File: config.mk
export PLATFORM = sky130hd
export DESIGN_NAME = periph_7seg
export DESIGN_NICKNAME = d
export VERILOG_FILES = /design/src/rtl/periph_7seg.sv
export SDC_FILE = /design/constraint.sdc
export NUM_CORES = 1
export LEC_CHECK = 0
export BUFFER_PORTS_ARGS = -buffer_cell sky130_fd_sc_hd__buf_2
export CAP_MARGIN = 40
export CORE_MARGIN = 8
export CORE_UTILIZATION = 45
export CTS_BUF_LIST = sky130_fd_sc_hd__clkbuf_4 sky130_fd_sc_hd__clkbuf_8 sky130_fd_sc_hd__clkbuf_16
export CTS_CLUSTER_SIZE = 25
export DETAILED_ROUTE_END_ITERATION = 10
export PLACE_DENSITY = 0.78
export SLEW_MARGIN = 20
export SYNTH_ARGS = -nofsm -noshare
export SYNTH_HDL_FRONTEND = slang
export SYNTH_SLANG_ARGS = --single-unit
File: constraint.sdc
create_clock -name clk_i -period 3.45 [get_ports clk_i]
set_clock_uncertainty 0.2 [all_clocks]
set_input_delay 0.69 -clock clk_i [delete_from_list [all_inputs] [get_ports clk_i]]
set_output_delay 0.69 -clock clk_i [all_outputs]
set_load 0.05 [all_outputs]
File: src/rtl/periph_7seg.sv
// Memory-mapped 8-digit hex display driver with tear-free shadow and anti-ghost scan.
// Optional: define PERIPH_7SEG_LZ_BLANK_EN for leading-zero blanking.
module periph_7seg #(
  parameter int NUM_DIGITS   = 8,
  parameter int DIGIT_CYCLES = 10000
) (
  input  logic                  clk_i,
  input  logic                  rst_n_i,
  input  logic                  we_i,
  input  logic [31:0]           data_i,
  output logic [31:0]           data_o,
  output logic [NUM_DIGITS-1:0] an_o,
  output logic [6:0]            seg_o,
  output logic                  dp_o
);

  localparam int CW = $clog2(DIGIT_CYCLES);
  localparam int IW = (NUM_DIGITS > 1) ? $clog2(NUM_DIGITS) : 1;
  localparam logic [CW-1:0] CNT_LAST = CW'(DIGIT_CYCLES - 1);
  localparam logic [IW-1:0] IDX_LAST = IW'(NUM_DIGITS - 1);
  localparam logic [NUM_DIGITS-1:0] AN_ONE =
    {{(NUM_DIGITS-1){1'b0}}, 1'b1};

  logic [31:0]           data_q, data_d;
  logic [31:0]           disp_q, disp_d;
  logic [CW-1:0]         cnt_q, cnt_d;
  logic [IW-1:0]         idx_q, idx_d;
  logic [NUM_DIGITS-1:0] an_q, an_d;
  logic [6:0]            seg_q, seg_d;
  logic                  slot_end;
  logic                  frame_end;
  logic [3:0]            nib;
`ifdef PERIPH_7SEG_LZ_BLANK_EN
  logic [IW-1:0]         msd;
`endif

  always_comb begin
    data_d    = we_i ? data_i : data_q;
    slot_end  = (cnt_q == CNT_LAST);
    frame_end = slot_end && (idx_q == IDX_LAST);
    cnt_d     = slot_end ? '0 : cnt_q + 1'b1;
    idx_d     = idx_q;
    if (slot_end)
      idx_d = (idx_q == IDX_LAST) ? '0 : idx_q + 1'b1;
    // shadow only moves at the frame boundary, so a frame never tears
    disp_d    = frame_end ? data_q : disp_q;
    nib       = 4'(disp_q >> {idx_q, 2'b00});
    an_d      = (cnt_q == '0) ? '1 : ~(AN_ONE << idx_q);
`ifdef PERIPH_7SEG_LZ_BLANK_EN
    msd = '0;
    for (int i = 0; i < NUM_DIGITS; i++)
      if (disp_q[4*i +: 4] != 4'h0) msd = IW'(i);
    if (idx_q > msd) an_d = '1;
`endif
    seg_d = 7'h7F;
    unique case (nib)
      4'h0: seg_d = 7'h40;
      4'h1: seg_d = 7'h79;
      4'h2: seg_d = 7'h24;
      4'h3: seg_d = 7'h30;
      4'h4: seg_d = 7'h19;
      4'h5: seg_d = 7'h12;
      4'h6: seg_d = 7'h02;
      4'h7: seg_d = 7'h78;
      4'h8: seg_d = 7'h00;
      4'h9: seg_d = 7'h10;
      4'hA: seg_d = 7'h08;
      4'hB: seg_d = 7'h03;
      4'hC: seg_d = 7'h46;
      4'hD: seg_d = 7'h21;
      4'hE: seg_d = 7'h06;
      4'hF: seg_d = 7'h0E;
    endcase
  end

  always_ff @(posedge clk_i or negedge rst_n_i) begin
    if (!rst_n_i) begin
      data_q <= '0;
      disp_q <= '0;
      cnt_q  <= '0;
      idx_q  <= '0;
      an_q   <= '1;
      seg_q  <= 7'h7F;
    end else begin
      data_q <= data_d;
      disp_q <= disp_d;
      cnt_q  <= cnt_d;
      idx_q  <= idx_d;
      an_q   <= an_d;
      seg_q  <= seg_d;
    end
  end

  assign data_o = data_q;
  assign an_o   = an_q;
  assign seg_o  = seg_q;
  assign dp_o   = 1'b1;

endmodule

==> out/results.ini <==
[status]
outcome = finished clean

[clock_network]
cts_root_buf = clkbuf_8
cts.path.max_buffers = 2
cts_max_level = 3
path_clk_slew_ns = 0.09
cts_sinks = 96
clk_latency_ns = 0.35
ctsResizeCount = 0
cts_tree = yes
cts_buffers = 9

[power_and_ir_drop]
p_comb_share_pct = 12.5
p_sw_mw = 0.614
p_seq_share_pct = 54.6
power.density_mw_per_mm2 = 442
swShare_pct = 28.1
p_leak_nw = 2.43
ir_worst_vdd_uv = 249
power.share.clock_pct = 32.9
internal-power_mw = 1.57

[min_path]
holdPathEnd = disp_q[4]
min_from = disp_q[4]
holdCritPathClass = reg2reg
hold_depth = 1

[setup_path]
end_kind = flip-flop
critPathKind = reg2reg
r2r-end = seg_o[5]
ff2ff_setup_slack_ns = 0.64
required_ns = 3.53
arrival_ns = 2.89
worstSetupStartpointType = flip-flop
r2r_cells = 7
cp_max_fo = 11
reg2reg_from = idx_q[0]
critPathLaunch = idx_q[0]

[logic_synthesis]
async_reset_ff_share_pct = 100
yosysWarnings = 0
seq_area_frac_synth_pct = 57.1
synth_area_leader_cell = dfrtp_1
synthFlopType = dfrtp_1
synth.avg_cell_area_um2 = 14.3
synth-edff-count = 0
yosys_register_bits = 96
synth_area_leaders = dfrtp_1, mux2_2, dfstp_2, ha_1, mux4_1
synth_area_mm2 = 0.00424
synth_top_area_share_pct = 47.8
syn-num-nets = 346
synth_cell_types = 41
synthCells = 297

[global_route]
grt_overflow_total = 0
gr-usage-all-layers_pct = 13.2
grt_pass1_vias = 2840
grt_pass1_wl_um = 13500
grt_max_degree = 97
antenna_found_initial = 0

[timing]
fmax_mhz = 356
slew_headroom_pct = 53.7
holdWs_ns = 0.300
report.final.slew_viol_count = 0
period_share_pct = 81.3
finalCriticalPeriod_ns = 2.81
setup-tns-final_ns = 0
hold_viol = 0
tightest_slew_ns = 0.694
finalSetupViolCount = 0
rsz0062_at_grt = no

[routing]
ant_nets = 0
post_drt_via_cell_ratio = 5.17
first_pass_iters = 4
wl_per_cell_um = 16.1
drt_wl_total_um = 7990
drtIter0Drc = 78
route.vias.total = 2557
drcViolationCount = 0

[floorplanning]
rows = 35
die_h_um = 113
fp.dieArea_mm2 = 0.0128
start_util_pct = 46.1
core-area_mm2 = 0.00920
die_x_um = 113
ios = 83

[final_layout]
drive_above_1_share_pct = 49.0
final_common_cell = dfrtp_1
final_cell_mix = dfrtp_1, buf_2, mux2_2, dfstp_2, ha_1
antenna_cells = 0
nNetsFinal = 428
syn_to_final_growth_pct = 16.8

[placement]
gp_congestion = 0.759
io_buffers = 81
dp_hpwl_um = 5840

[flow_run]
cap_violations = 0

==> critical path, cell delays in order, from the launching register on <==
cell and delay, ns:
dfrtp_1 0.65, mux4_1 0.61, mux2i_1 0.46, inv_1 0.16, ha_1 0.27, inv_1 0.06
mux2i_1 0.06, a22o_2 0.27
==> cells by family after synthesis <==
group,count (synthesis),synth area share (%)
simple gates,53,6.38
other cells,1,0.0885
compound gates,13,1.89
flops,96,57.1
xor+xnor,11,2.27
mux,84,25.2
fa+ha+maj,14,4.13
buf+inv,25,2.92
==> layout make-up <==
cell class	count	area [um2]
Clock inverter	7	72.6
Clock buffer	9	124
Multi-Input combinational cell	176	1690
Sequential cell	96	2420
Inverter	12	45.0
Tap cell	111	139
Timing Repair Buffer	84	457
Fill cell	776	4240
==> through the flow <==
stage | setup WS (ns) | std cells | power, mW | utilization [%] | area, um2
3_3_place_gp | 0.704 | 477 | 1.48 | 51.3 | 4710
5_1_grt | 0.372 | 495 | 2.28 | 53.9 | 4950
4_1_cts | 0.580 | 493 | 2.21 | 53.4 | 4910
2_1_floorplan | 1.05 | 297 | 1.39 | - | 4240
3_5_place_dp | 0.598 | 477 | 1.49 | 51.3 | 4720
6_report | 0.644 | 495 | 2.19 | 53.9 | 4950
==> routing by layer <==
metal	vias up	track usage, %	wire [um]
met5	-	0	0
met2	60	21.2	3880
met3	9	3.51	387
met1	1282	16.6	3620
li1	1206	-	-
met4	0	5.33	106
==> worst max-delay path by stage <==
stage               endpoint  slack (ns)  cells after the start
global placement    seg_o[5]        0.70                      7
CTS                 seg_o[4]        0.58                      6
floorplan           seg_o[0]        1.05                      7
detailed placement  seg_o[4]        0.60                      6
finish              seg_o[5]        0.64                      7
global route        seg_o[4]        0.37                      6
==> power by group through the flow <==
| stage | sequential (mW) | combinational, mW | clock, mW |
|---|---|---|---|
| 4_1_cts | 1.20 | 0.275 | 0.741 |
| 2_1_floorplan | 1.34 | 0.0487 | 0 |
| 6_report | 1.19 | 0.275 | 0.720 |
| 3_3_place_gp | 1.21 | 0.269 | 0 |
| 5_1_grt | 1.20 | 0.291 | 0.788 |
| 3_5_place_dp | 1.22 | 0.274 | 0 |
==> sequential cells by signal, indices dropped and copies added (netlist names) <==
signal / flops
data_o: 32
disp_q: 32
cnt_q: 14
an_o: 8
seg_o: 7
idx_q: 3
==> cell usage after synthesis, drive strengths merged (2+ instances only) <==
cell	instances
nor2	11
and4	2
dfrtp	81
buf	10
and3	3
a21oi	3
nand2	13
or3	3
nor4	3
nand3	10
xnor2	5
ha	14
nor3b	2
o21ai	6
clkbuf	3
and2	2
inv	12
mux2i	9
mux4	8
mux2	67
xor2	6
dfstp	15
==> repair_timing <==
item                                   CTS  global route
hold buffers                             0             1
endpoints found under the hold margin    0            11
setup buffers                            0             0
No activity file was read; power rests on OpenSTA's default activity.
